[config.mk]
export PLATFORM = sky130hd
export DESIGN_NAME = inst_loader_flat
export DESIGN_NICKNAME = d
export VERILOG_FILES = /design/src/rtl/inst_loader_if.sv /design/src/rtl/inst_loader.sv /design/src/flat_wrapper.sv
export SDC_FILE = /design/constraint.sdc
export NUM_CORES = 1
export LEC_CHECK = 0
export ABC_CLOCK_PERIOD_IN_PS = 2700
export BUFFER_PORTS_ARGS = -buffer_cell sky130_fd_sc_hd__buf_2
export CORE_MARGIN = 10
export CORE_UTILIZATION = 30
export CTS_CLUSTER_DIAMETER = 80
export DETAILED_ROUTE_END_ITERATION = 8
export GPL_TIMING_DRIVEN = 0
export PLACE_DENSITY_LB_ADDON = 0.15
export SLEW_MARGIN = 20
export SYNTH_ARGS = -nofsm -noshare
export SYNTH_HDL_FRONTEND = slang
export SYNTH_SLANG_ARGS = --single-unit
[constraint.sdc]
create_clock -name clock_i -period 2.7 [get_ports clock_i]
set_input_delay 0.135 -clock clock_i [delete_from_list [all_inputs] [get_ports clock_i]]
set_output_delay 0.135 -clock clock_i [all_outputs]
set_load 0.03 [all_outputs]
[src/rtl/inst_loader_if.sv]
// Byte-stream and memory write-port bundle for inst_loader.
// master: the loader (drives the write port); slave: UART side / memory side.
interface inst_loader_if #(
  parameter int NB_DATA   = 32,
  parameter int NB_BYTE   = 8,
  parameter int ADDRWIDTH = 7
);
  logic                 start_i;
  logic [NB_BYTE-1:0]   rx_data_i;
  logic                 rx_done_i;
  logic [NB_DATA-1:0]   inst_load_o;
  logic [ADDRWIDTH-1:0] wr_addr_o;
  logic                 en_write_o;
  logic                 busy_o;
  logic                 done_o;
  logic                 overflow_o;
  logic                 timeout_o;
  logic [ADDRWIDTH:0]   inst_count_o;

  modport master (
    input  start_i, rx_data_i, rx_done_i,
    output inst_load_o, wr_addr_o, en_write_o, busy_o, done_o,
           overflow_o, timeout_o, inst_count_o
  );

  modport slave (
    output start_i, rx_data_i, rx_done_i,
    input  inst_load_o, wr_addr_o, en_write_o, busy_o, done_o,
           overflow_o, timeout_o, inst_count_o
  );
endinterface

[src/rtl/inst_loader.sv]
// Packs UART bytes big-endian into instruction words and writes them to sequential addresses.
// Optional inter-byte timeout enabled by defining LOADER_TIMEOUT_EN.
module inst_loader #(
  parameter int                 NB_DATA        = 32,
  parameter int                 NB_BYTE        = 8,
  parameter int                 ADDRWIDTH      = 7,
  parameter int                 MEM_DEPTH      = 128,
  parameter logic [NB_DATA-1:0] HALT_WORD      = 32'hFFFF_FFFF,
  parameter int                 TIMEOUT_CYCLES = 100000
) (
  input  logic          clock_i,
  input  logic          reset_i,
  inst_loader_if.master bus
);

  localparam int CW = ADDRWIDTH + 1;

  typedef enum logic [1:0] {
    IDLE     = 2'd0,
    ASSEMBLE = 2'd1,
    WRITE    = 2'd2,
    DONE     = 2'd3
  } state_t;

  state_t               state_r;
  state_t               state_next_s;
  logic [NB_DATA-1:0]   shift_r;
  logic [1:0]           byte_idx_r;
  logic [CW-1:0]        count_r;
  logic [NB_DATA-1:0]   inst_load_r;
  logic [ADDRWIDTH-1:0] wr_addr_r;
  logic                 en_write_r;
  logic                 busy_r;
  logic                 done_r;
  logic                 overflow_r;
  logic                 timeout_r;
  logic                 tmo_expire_s;
  logic                 is_halt_s;
  logic                 last_addr_s;

  assign is_halt_s   = (shift_r == HALT_WORD);
  assign last_addr_s = (count_r == CW'(MEM_DEPTH - 1));

`ifdef LOADER_TIMEOUT_EN
  localparam int TMO_W = $clog2(TIMEOUT_CYCLES + 1);

  logic [TMO_W-1:0] tmo_cnt_r;

  // Inter-byte silence counter, armed only once a word has been started
  always_ff @(posedge clock_i or negedge reset_i) begin
    if (!reset_i) begin
      tmo_cnt_r <= '0;
    end else if ((state_r != ASSEMBLE) || bus.rx_done_i || (byte_idx_r == 2'd0)) begin
      tmo_cnt_r <= '0;
    end else begin
      tmo_cnt_r <= tmo_cnt_r + TMO_W'(1);
    end
  end

  assign tmo_expire_s = (state_r == ASSEMBLE) && (byte_idx_r != 2'd0) && !bus.rx_done_i &&
                        (tmo_cnt_r == TMO_W'(TIMEOUT_CYCLES - 1));
`else
  logic unused_tmo_s;

  assign tmo_expire_s = 1'b0;
  assign unused_tmo_s = (TIMEOUT_CYCLES != 0);
`endif

  // Next-state selection
  always_comb begin
    state_next_s = state_r;
    case (state_r)
      IDLE: begin
        if (bus.start_i) state_next_s = ASSEMBLE;
        else             state_next_s = IDLE;
      end
      ASSEMBLE: begin
        if (bus.rx_done_i && (byte_idx_r == 2'd3)) state_next_s = WRITE;
        else if (tmo_expire_s)                     state_next_s = DONE;
        else                                       state_next_s = ASSEMBLE;
      end
      WRITE: begin
        if (is_halt_s)        state_next_s = DONE;
        else if (last_addr_s) state_next_s = DONE;
        else                  state_next_s = ASSEMBLE;
      end
      DONE: begin
        if (bus.start_i) state_next_s = ASSEMBLE;
        else             state_next_s = DONE;
      end
      default: state_next_s = IDLE;
    endcase
  end

  // State, byte packing, write port and status registers
  always_ff @(posedge clock_i or negedge reset_i) begin
    if (!reset_i) begin
      state_r     <= IDLE;
      shift_r     <= '0;
      byte_idx_r  <= 2'd0;
      count_r     <= '0;
      inst_load_r <= '0;
      wr_addr_r   <= '0;
      en_write_r  <= 1'b0;
      busy_r      <= 1'b0;
      done_r      <= 1'b0;
      overflow_r  <= 1'b0;
      timeout_r   <= 1'b0;
    end else begin
      state_r    <= state_next_s;
      busy_r     <= (state_next_s == ASSEMBLE) || (state_next_s == WRITE);
      done_r     <= (state_next_s == DONE);
      en_write_r <= 1'b0;
      case (state_r)
        IDLE, DONE: begin
          if (bus.start_i) begin
            shift_r    <= '0;
            byte_idx_r <= 2'd0;
            count_r    <= '0;
            wr_addr_r  <= '0;
            overflow_r <= 1'b0;
            timeout_r  <= 1'b0;
          end
        end
        ASSEMBLE: begin
          if (bus.rx_done_i) begin
            shift_r    <= {shift_r[NB_DATA-NB_BYTE-1:0], bus.rx_data_i};
            byte_idx_r <= byte_idx_r + 2'd1;
          end
          if (tmo_expire_s) timeout_r <= 1'b1;
        end
        WRITE: begin
          en_write_r  <= 1'b1;
          inst_load_r <= shift_r;
          wr_addr_r   <= count_r[ADDRWIDTH-1:0];
          count_r     <= count_r + CW'(1);
          if (!is_halt_s && last_addr_s) overflow_r <= 1'b1;
          // A strobe landing in the write cycle already belongs to the next word
          if (bus.rx_done_i && (state_next_s == ASSEMBLE)) begin
            shift_r    <= {shift_r[NB_DATA-NB_BYTE-1:0], bus.rx_data_i};
            byte_idx_r <= 2'd1;
          end
        end
        default: begin
          en_write_r <= 1'b0;
        end
      endcase
    end
  end

  assign bus.inst_load_o  = inst_load_r;
  assign bus.wr_addr_o    = wr_addr_r;
  assign bus.en_write_o   = en_write_r;
  assign bus.busy_o       = busy_r;
  assign bus.done_o       = done_r;
  assign bus.overflow_o   = overflow_r;
  assign bus.timeout_o    = timeout_r;
  assign bus.inst_count_o = count_r;

endmodule

[src/flat_wrapper.sv]
// flat-port wrapper written by rule: the top's interface ports become plain ports
module inst_loader_flat 
#(
  parameter int                 NB_DATA        = 32,
  parameter int                 NB_BYTE        = 8,
  parameter int                 ADDRWIDTH      = 7,
  parameter int                 MEM_DEPTH      = 128,
  parameter logic [NB_DATA-1:0] HALT_WORD      = 32'hFFFF_FFFF,
  parameter int                 TIMEOUT_CYCLES = 100000
)
  (clock_i, reset_i, bus_start_i, bus_rx_data_i, bus_rx_done_i, bus_inst_load_o, bus_wr_addr_o, bus_en_write_o, bus_busy_o, bus_done_o, bus_overflow_o, bus_timeout_o, bus_inst_count_o);
  inst_loader_if #(.NB_DATA(NB_DATA), .NB_BYTE(NB_BYTE), .ADDRWIDTH(ADDRWIDTH)) bus_i ();
  input  logic clock_i;
  input  logic reset_i;
  input wire logic [$bits(bus_i.start_i)-1:0] bus_start_i;
  input wire logic [$bits(bus_i.rx_data_i)-1:0] bus_rx_data_i;
  input wire logic [$bits(bus_i.rx_done_i)-1:0] bus_rx_done_i;
  output wire logic [$bits(bus_i.inst_load_o)-1:0] bus_inst_load_o;
  output wire logic [$bits(bus_i.wr_addr_o)-1:0] bus_wr_addr_o;
  output wire logic [$bits(bus_i.en_write_o)-1:0] bus_en_write_o;
  output wire logic [$bits(bus_i.busy_o)-1:0] bus_busy_o;
  output wire logic [$bits(bus_i.done_o)-1:0] bus_done_o;
  output wire logic [$bits(bus_i.overflow_o)-1:0] bus_overflow_o;
  output wire logic [$bits(bus_i.timeout_o)-1:0] bus_timeout_o;
  output wire logic [$bits(bus_i.inst_count_o)-1:0] bus_inst_count_o;
  assign bus_i.start_i = bus_start_i;
  assign bus_i.rx_data_i = bus_rx_data_i;
  assign bus_i.rx_done_i = bus_rx_done_i;
  assign bus_inst_load_o = bus_i.inst_load_o;
  assign bus_wr_addr_o = bus_i.wr_addr_o;
  assign bus_en_write_o = bus_i.en_write_o;
  assign bus_busy_o = bus_i.busy_o;
  assign bus_done_o = bus_i.done_o;
  assign bus_overflow_o = bus_i.overflow_o;
  assign bus_timeout_o = bus_i.timeout_o;
  assign bus_inst_count_o = bus_i.inst_count_o;
  inst_loader #(.NB_DATA(NB_DATA), .NB_BYTE(NB_BYTE), .ADDRWIDTH(ADDRWIDTH), .MEM_DEPTH(MEM_DEPTH), .HALT_WORD(HALT_WORD), .TIMEOUT_CYCLES(TIMEOUT_CYCLES)) u_core (.clock_i(clock_i), .reset_i(reset_i), .bus(bus_i));
endmodule
==> results of run 1 <==
==> power breakdown <==
| part | leakage, nW | internal [W] | switching [W] |
|---|---|---|---|
| sequential | 1.18 | 0.00150 | 0.000209 |
| clock | 0.156 | 0.000790 | 0.000492 |
| combinational | 1.04 | 0.000432 | 0.000454 |
==> registers in the layout (all words and copies together) (netlist names) <==
signal / count
u_core.bus.busy_o: 1
u_core.bus.done_o: 1
u_core.bus.en_write_o: 1
u_core.bus.inst_count_o: 8
u_core.bus.inst_load_o: 32
u_core.bus.overflow_o: 1
u_core.bus.wr_addr_o: 7
u_core.byte_idx_r: 2
u_core.shift_r: 32
u_core.state_r: 2
==> synth_stat cells (all sizes together), types with 2 or more instances <==
cell type and count:
nand3 35, a21oi 4, clkbuf 4, nor4 2
inv 7, dfrtp 87, ha 8, buf 15
nand4 9, nor2b 2, mux2 33, nor2 3
o31ai 2, o21ai 18, nand2 24, a21bo 33
==> cells by family after synthesis <==
logic type	count (synthesis)	share of synthesized area
DFF	87	0.578
and+or+nand+nor	81	0.108
AOI/OAI and AO/OA	67	0.148
muxes	34	0.105
buffers and inverters	26	0.0342
adders and majority gates	8	0.0266
other	1	0.000995
==> layer usage <==
metal / vias to the layer above / wire (um)
li1: 1240 / -
met1: 1272 / 4580
met2: 50 / 3770
met3: 12 / 373
met4: 0 / 149
met5: - / 0
==> per-stage QoR <==
| step | worst slack [ps] | utilization | hold slack, ps |
|---|---|---|---|
| 2_1_floorplan | 208 | - | -161 |
| 3_3_place_gp | 22.5 | 0.353 | 460 |
| 3_5_place_dp | 20.7 | 0.355 | -20.7 |
| 4_1_cts | 18.3 | 0.382 | 116 |
| 5_1_grt | 14.6 | 0.384 | 135 |
| 6_report | 158 | 0.384 | 122 |
==> worst min-delay path, stage by stage <==
cell and delay (ps):
buf_2 80, nand3_1 50, a21bo_2 170
==> layout make-up <==
type                       count  area [um^2]
buffer                        19          110
sequential                    87         2180
multi-input combinational    191         1480
fill                        1233         7490
tap                          168          210
timing repair buffer          64          354
inverter                       7         26.3
clock inverter                 3         40.0
clock buffer                  13          270
==> timing repair <==
| item | 4_1_cts | 5_1_grt |
|---|---|---|
| endpoints found under the setup margin | 15 | 31 |
| resized for setup | 1 | 11 |
| hold buffers | 1 | 0 |
| hold endpoints to repair | 87 | 0 |
==> path summary, 6_finish.rpt <==
| path | startpoint | to |
|---|---|---|
| max in group asynchronous | reset_i | u_core.shift_r[15] |
| min in group asynchronous | reset_i | u_core.state_r[0] |
| worst max register to register | u_core.state_r[0] | u_core.shift_r[28] |
| worst max-delay path | u_core.state_r[0] | u_core.shift_r[28] |
| worst min-delay path | bus_rx_data_i[6] | u_core.shift_r[6] |
| worst min register to register | u_core.bus.wr_addr_o[5] | u_core.bus.wr_addr_o[5] |
==> flow_summary_export.csv, run 1 <==
group,metric,value,unit
status,status,"complete, no violations",
die,initial_utilization,0.310,
critical_path,crit_buf_inv,4,
clocking,htree_levels,3,
yosys,syn_nets,324,
power_and_ir_drop,ir_drop,345,uV
critical_path,path_cells,"inv_1 > ha_2 > buf_4 > inv_1 > a221o_1 > ha_1 > nand2_1 > o21ai_4 > buf_2 > nand3_1 > a21bo_2",
detailed_routing,vias,2574,
critical_path,arrival,2770,ps
critical_path,crit_family,"compound AO/OA/AOI/OAI gates",
critical_path,end_kind,"flip-flop",
detailed_routing,wl,8880,um
place,port_buffers,62,
yosys,async_reset_ff_frac,1.00,
yosys,synth_top_area_frac,0.578,
timing,slew_violations,0,
place,place_inst,535,
critical_path,r2r_slack,160,ps
cells_and_area,area_growth,23.9,%
timing,fin_crit,2540,ps
die,die_w,132,um
global_route,use_met3,0.0286,
global_route,grt_max_degree,73,
cells_and_area,final_common_cell,"dfrtp_1",
global_route,use_met2,0.149,
power_and_ir_drop,leakagePower,2.37,nW
yosys,synthTopCellsByArea,"dfrtp_1 (58%), mux2_2 (9.6%), a21bo_2 (8.5%)",
detailed_routing,vias_per_cell,4.66,
yosys,yosys_warnings,0,
cells_and_area,layout-drive-gt1-share,0.440,
global_route,antenna_found_initial,0,
critical_path,critical_path_depth,11,
power_and_ir_drop,powerDensity,830,nW/um^2
critical_path,cp.required,2930,ps
global_route,grt_busiest_layer,"met2",
critical_path,r2r_cells,11,
yosys,yosysSeqAreaShare,0.578,
cells_and_area,design_area,4670,um^2
global_route,grt_pass1_vias,2735,
min_path,hold_depth,3,
yosys,synth_cell_types,41,
clocking,cts_tree,"done",
place,placed_area,4320,um^2
timing,rsz0062_at_grt,"false",
critical_path,slowest_delay,400,ps
global_route,overflow,0,
detailed_routing,drt_iter0_drc,126,
yosys,synth_edf_count,0,
global_route,track_usage,0.105,
place,dp_hpwl,6290,um
clocking,cts_buffer_depth,2,
detailed_routing,drc_errors,0,
yosys,ys_seq_elements,87,
min_path,min_path_type,"primary input to flip-flop",
die,ios,64,
clocking,numCtsBuffers,9,
detailed_routing,drtPass1Iterations,4,
cells_and_area,mostFrequentLayoutCells,"dfrtp_1 (86), buf_2 (70), nand3_1 (34)",
flow_run,max_cap_viol_count,0,
die,row_count,40,
die,die_y,132,um
clocking,clockRootBuffer,"clkbuf_16",
critical_path,crit_fanout,10,
global_route,grt_pass1_wl,14800,um
detailed_routing,drtAntennaViolNets,0,
timing,fmax,393,MHz
timing,finalCritPeriodShare,0.942,
clocking,cts_setup_buffers,0,
clocking,clkTransAtPathRegs,60,ps
timing,hold_viol_final,0,
cells_and_area,n_antenna_cell,0,
cells_and_area,fin_cells,552,
timing,finClkSkew,4.40,ps
detailed_routing,wl_per_cell,16.1,um
die,design.die.area,17400,um^2
critical_path,cpMaxStageDelayCell,"dfrtp_1",
power_and_ir_drop,power,0.00388,W
yosys,synth_area_leader_cell,"dfrtp_1",
clocking,cts_sinks,87,
die,fp.coreArea,12200,um^2
critical_path,critPathKind,"flip-flop to flip-flop",
timing,finalSetupTns,0,ps
critical_path,cpMostUsedCell,"inv_1",
yosys,netlist_area,3770,um^2
place,gp_routability_congestion,0.778,
cells_and_area,nNetsFinal,399,
critical_path,cp-start-kind,"flip-flop",
timing,setup_viol_count_final,0,
yosys,synth_cells,304,
yosys,synth_ff_type,"dfrtp_1",
clocking,clock_latency,340,ps
yosys,synth.avg_cell_area,12.4,um^2
global_route,grt_util_met1,0.145,
(Power assumes the default switching activity.)
==> run 2: changes to the inputs <==
--- a/config.mk
+++ b/config.mk
@@ -5,7 +5,7 @@
 export SDC_FILE = /design/constraint.sdc
 export NUM_CORES = 1
 export LEC_CHECK = 0
-export ABC_CLOCK_PERIOD_IN_PS = 2700
+export ABC_CLOCK_PERIOD_IN_PS = 3100
 export BUFFER_PORTS_ARGS = -buffer_cell sky130_fd_sc_hd__buf_2
 export CORE_MARGIN = 10
 export CORE_UTILIZATION = 30
==> constraint.sdc (replaced) <==
create_clock -name clock_i -period 3.1 [get_ports clock_i]
set_input_delay 0.155 -clock clock_i [delete_from_list [all_inputs] [get_ports clock_i]]
set_output_delay 0.155 -clock clock_i [all_outputs]
set_load 0.03 [all_outputs]
==> flow_summary_export.csv, run 2 (synthesized netlist as in run 1, its figures left out) <==
group,metric,value,unit
clocking,cts_setup_buffers,0,
critical_path,r2r_slack,410,ps
global_route,overflow,0,
clocking,clockRootBuffer,"clkbuf_16",
place,gp_routability_congestion,0.778,
die,die_w,132,um
die,design.die.area,17400,um^2
die,fp.coreArea,12200,um^2
min_path,min_path_type,"primary input to flip-flop",
min_path,whs_endpoint,"u_core.shift_r[6]",
timing,hold_viol_final,0,
cells_and_area,finish.utilization,0.382,
critical_path,crit_fanout,10,
cells_and_area,area.sequential,2180,um^2
global_route,track_usage,0.105,
critical_path,arrival,2960,ps
global_route,grt_pass1_wl,14800,um
detailed_routing,wl,8780,um
timing,setup_viol_count_final,0,
status,status,"complete, no violations",
critical_path,end_kind,"flip-flop",
detailed_routing,drtPass1Iterations,4,
cells_and_area,n_antenna_cell,0,
detailed_routing,drc_errors,0,
detailed_routing,drtAntennaViolNets,0,
cells_and_area,final_common_cell,"dfrtp_1",
timing,fin_crit,2690,ps
critical_path,worstReg2RegStart,"u_core.state_r[0]",
clocking,clock_latency,340,ps
power_and_ir_drop,powerDensity,723,nW/um^2
clocking,cts_resized,0,
cells_and_area,area_growth,23.2,%
clocking,cts_sinks,87,
die,initial_utilization,0.310,
cells_and_area,nNetsFinal,399,
global_route,grt_max_degree,73,
place,dp_hpwl,6290,um
detailed_routing,vias_per_cell,4.66,
power_and_ir_drop,ir_drop,289,uV
power_and_ir_drop,leakagePower,2.38,nW
clocking,clkTransAtPathRegs,60,ps
timing,rsz0062_at_grt,"false",
critical_path,critPathKind,"flip-flop to flip-flop",
clocking,htree_levels,3,
clocking,cts_tree,"done",
flow_run,max_cap_viol_count,0,
critical_path,cp-start-kind,"flip-flop",
cells_and_area,multiInputGateArea,1460,um^2
die,die_y,132,um
global_route,antenna_found_initial,0,
clocking,numCtsBuffers,9,
timing,finalSetupTns,0,ps
detailed_routing,wl_per_cell,15.9,um
timing,finalCritPeriodShare,0.866,
min_path,hold_depth,3,
detailed_routing,vias,2571,
global_route,grt_pass1_vias,2736,
timing,slew_violations,0,
critical_path,r2r_end,"u_core.shift_r[24]",
place,port_buffers,62,
cells_and_area,nFillCells,1234,
critical_path,cp.required,3380,ps
die,row_count,40,
min_path,hp-start,"bus_rx_data_i[6]",
cells_and_area,mostFrequentLayoutCells,"dfrtp_1 (87), buf_2 (73), nand3_1 (35)",
timing,finClkSkew,3.45,ps
timing,fmax,372,MHz
detailed_routing,drt_iter0_drc,125,
clocking,cts_buffer_depth,2,
critical_path,r2r_cells,11,
die,ios,64,
cells_and_area,layout-drive-gt1-share,0.424,
run 2: cell counts in the layout (fill, tap and decap cells not counted):
Identical to the previous run, type by type.
run 2: stage by stage:
| stage | instance area, um^2 | total power [W] | setup WS [ps] | hold slack (ps) | instances |
|---|---|---|---|---|---|
| after floorplan | 3770 | 0.00203 | 608 | -141 | 304 |
| after global placement | 4290 | 0.00226 | 423 | 460 | 534 |
| after CTS | 4640 | 0.00340 | 385 | 136 | 552 |
| after global routing | 4640 | 0.00356 | 160 | 155 | 552 |
| after detailed placement | 4320 | 0.00228 | 421 | -0.705 | 535 |
| final | 4640 | 0.00336 | 415 | 146 | 552 |
run 2: per-layer routing:
layer  GRT usage  routed length, um  vias up
met5           0                  0        -
met4      0.0457                147        0
met3      0.0286                343       12
met2       0.149               3730       46
met1       0.145               4570     1274
li1            -                  -     1239
run 2: power breakdown:
part,total (W),internal (W),switching (W)
Sequential,0.00149,0.00131,0.000181
Clock,0.00111,0.000688,0.000424
Combinational,0.000756,0.000364,0.000392
run 2: layout make-up:
cell class,count,area share
flip-flops and latches,87,0.469
multi-input cells,191,0.315
repair buffers,64,0.0763
clock buffers,13,0.0582
well taps,168,0.0453
plain buffers,19,0.0221
clock inverters,3,0.00863
inverters,7,0.00566
run 2: what timing repair did:
item | CTS | global route
endpoints found under the setup margin | 0 | 0
hold endpoints to repair | 87 | 0
hold buffers | 1 | 0
run 2: worst max-delay path by stage:
| stage | from | to | slack (ps) | cells after the start |
|---|---|---|---|---|
| floorplan | u_core.bus.inst_count_o[0] | u_core.byte_idx_r[1] | 610 | 10 |
| global placement | u_core.state_r[0] | u_core.shift_r[28] | 420 | 11 |
| detailed placement | u_core.state_r[0] | u_core.shift_r[29] | 420 | 11 |
| CTS | u_core.state_r[0] | u_core.byte_idx_r[0] | 380 | 11 |
| global route | u_core.bus.inst_count_o[0] | u_core.byte_idx_r[0] | 160 | 11 |
| finish | u_core.state_r[0] | u_core.shift_r[24] | 410 | 11 |
run 2: critical path: stages (launching register included):
cell and delay [ps]:
dfrtp_1 400, inv_1 90, ha_1 340, buf_4 250, inv_1 150, a221o_1 360
ha_1 200, nand2_1 110, o21ai_4 100, o21ai_2 160, buf_2 300, a21bo_2 160
==> run 3: changes to the inputs <==
--- a/config.mk
+++ b/config.mk
@@ -8,11 +8,12 @@
 export ABC_CLOCK_PERIOD_IN_PS = 3100
 export BUFFER_PORTS_ARGS = -buffer_cell sky130_fd_sc_hd__buf_2
 export CORE_MARGIN = 10
-export CORE_UTILIZATION = 30
+export CORE_UTILIZATION = 40
 export CTS_CLUSTER_DIAMETER = 80
 export DETAILED_ROUTE_END_ITERATION = 8
 export GPL_TIMING_DRIVEN = 0
 export PLACE_DENSITY_LB_ADDON = 0.15
+export REMOVE_ABC_BUFFERS = 1
 export SLEW_MARGIN = 20
 export SYNTH_ARGS = -nofsm -noshare
 export SYNTH_HDL_FRONTEND = slang
==> flow_summary_export.csv, run 3 (synthesized netlist as in run 1, its figures left out) <==
group,metric,value,unit
global_route,overflow,0,
place,port_buffers,62,
cells_and_area,nFillCells,881,
detailed_routing,vias_per_cell,5.23,
place,dp_slack,-49.8,ps
power_and_ir_drop,ir_drop,421,uV
timing,fmax,346,MHz
critical_path,path_cells,"inv_1 > ha_4 > inv_1 > a221o_1 > ha_1 > nand2_1 > o21ai_4 > o21ai_4 > mux2_1",
detailed_routing,drtPass1Iterations,4,
critical_path,crit_fanout,27,
timing,finalSetupTns,0,ps
detailed_routing,drtAntennaViolNets,0,
clocking,cts_buffer_depth,2,
die,fp.coreArea,9200,um^2
critical_path,slowest_delay,440,ps
die,die_y,117,um
cells_and_area,design_area,4410,um^2
die,initial_utilization,0.410,
power_and_ir_drop,powerDensity,666,nW/um^2
min_path,hp-start,"bus_rx_data_i[5]",
critical_path,cpMaxStageDelayCell,"ha_4",
global_route,grt_pass1_vias,2581,
global_route,track_usage,0.121,
critical_path,r2r_cells,9,
timing,worst_slack,206,ps
clocking,clkTransAtPathRegs,90,ps
clocking,htree_levels,3,
detailed_routing,wl_per_cell,16.9,um
timing,slew_violations,0,
detailed_routing,drc_errors,0,
place,dp_hpwl,5070,um
critical_path,cp.required,3330,ps
die,design.die.area,13700,um^2
cells_and_area,n_antenna_cell,0,
global_route,grt_pass1_wl,13200,um
cells_and_area,final_common_cell,"dfrtp_1",
timing,hold_viol_final,0,
flow_run,max_cap_viol_count,0,
cells_and_area,area_growth,17.0,%
critical_path,critPathKind,"flip-flop to flip-flop",
die,die_w,117,um
critical_path,end_kind,"flip-flop",
clocking,cts_tree,"done",
cells_and_area,nNetsFinal,383,
detailed_routing,wl,8090,um
timing,tightestPinTransition,853,ps
die,row_count,35,
cells_and_area,mostFrequentLayoutCells,"dfrtp_1 (87), buf_2 (61), nand3_1 (35)",
place,gp_routability_congestion,0.762,
clocking,cts_resized,0,
timing,finalCritPeriodShare,0.934,
power_and_ir_drop,leakagePower,2.25,nW
critical_path,r2r_slack,210,ps
cells_and_area,layout-drive-gt1-share,0.413,
timing,max_slew_margin,0.431,
global_route,antenna_found_initial,0,
timing,fin_crit,2890,ps
timing,setup_viol_count_final,0,
place,placed_area,4190,um^2
min_path,min_path_type,"primary input to flip-flop",
min_path,whs_endpoint,"u_core.shift_r[5]",
critical_path,arrival,3120,ps
cells_and_area,fin_cells,479,
critical_path,r2r_end,"u_core.byte_idx_r[1]",
place,place_inst,460,
clocking,numCtsBuffers,9,
detailed_routing,drt_iter0_drc,142,
critical_path,worstReg2RegStart,"u_core.state_r[0]",
clocking,cts_sinks,87,
timing,finClkSkew,13.8,ps
die,ios,64,
global_route,grt_max_degree,49,
clocking,clockRootBuffer,"clkbuf_8",
status,status,"complete, no violations",
detailed_routing,vias,2506,
timing,rsz0062_at_grt,"false",
timing,holdWs,124,ps
min_path,hold_depth,3,
clocking,clock_latency,350,ps
critical_path,cp-start-kind,"flip-flop",
## run 3: layout make-up
| type | count | area [um^2] | share of cell area |
|---|---|---|---|
| multi-input combinational | 192 | 1490 | 0.339 |
| clock buffer | 10 | 128 | 0.0290 |
| timing repair buffer | 66 | 398 | 0.0903 |
| clock inverter | 6 | 46.3 | 0.0105 |
| inverter | 7 | 26.3 | 0.00596 |
| sequential | 87 | 2180 | 0.494 |
| tap | 111 | 139 | 0.0315 |
## run 3: how the worst max path moves through the flow
| stage | start | endpoint | slack (ps) |
|---|---|---|---|
| finish | u_core.state_r[0] | u_core.byte_idx_r[1] | 210 |
| floorplan | u_core.state_r[0] | u_core.byte_idx_r[1] | -700 |
| global placement | u_core.state_r[0] | u_core.byte_idx_r[1] | -2010 |
| CTS | u_core.state_r[0] | u_core.byte_idx_r[1] | 190 |
| global route | u_core.state_r[0] | u_core.byte_idx_r[1] | 10 |
| detailed placement | u_core.state_r[0] | u_core.byte_idx_r[1] | -50 |
## run 3: per-layer routing
layer / share of wire / GRT usage / vias up / wire [um]
li1: - / - / 1208 / -
met2: 0.46 / 0.190 / 55 / 3740
met5: 0 / 0 / - / 0
met3: 0.071 / 0.0510 / 4 / 571
met1: 0.46 / 0.151 / 1239 / 3720
met4: 0.0066 / 0.0272 / 0 / 53
## run 3: timing repair
item	in CTS	in global routing
endpoints found under the hold margin	39	0
cloned	0	1
setup buffers	1	0
hold buffers	1	0
setup endpoints to repair	30	14
## run 3: stage by stage
stage | util | power (W)
after floorplan | - | 0.00198
after global placement | 0.447 | 0.00218
after detailed placement | 0.456 | 0.00225
after CTS | 0.478 | 0.00296
after global routing | 0.479 | 0.00313
final | 0.479 | 0.00293
## run 3: worst max-delay path, delay by kind of cell, from the launching register on
family	cells	cell delay [ps]
DFF	1	400
buffers and inverters	2	370
muxes	1	350
AOI/OAI and AO/OA	3	790
adders and majority gates	2	640
and+or+nand+nor	1	200
## run 3: report_power, final
part / leakage (nW) / total, W / internal (W) / switching (W)
Sequential: 1.18 / 0.00146 / 0.00130 / 0.000159
Combinational: 0.984 / 0.000764 / 0.000363 / 0.000400
Clock: 0.0881 / 0.000708 / 0.000297 / 0.000411
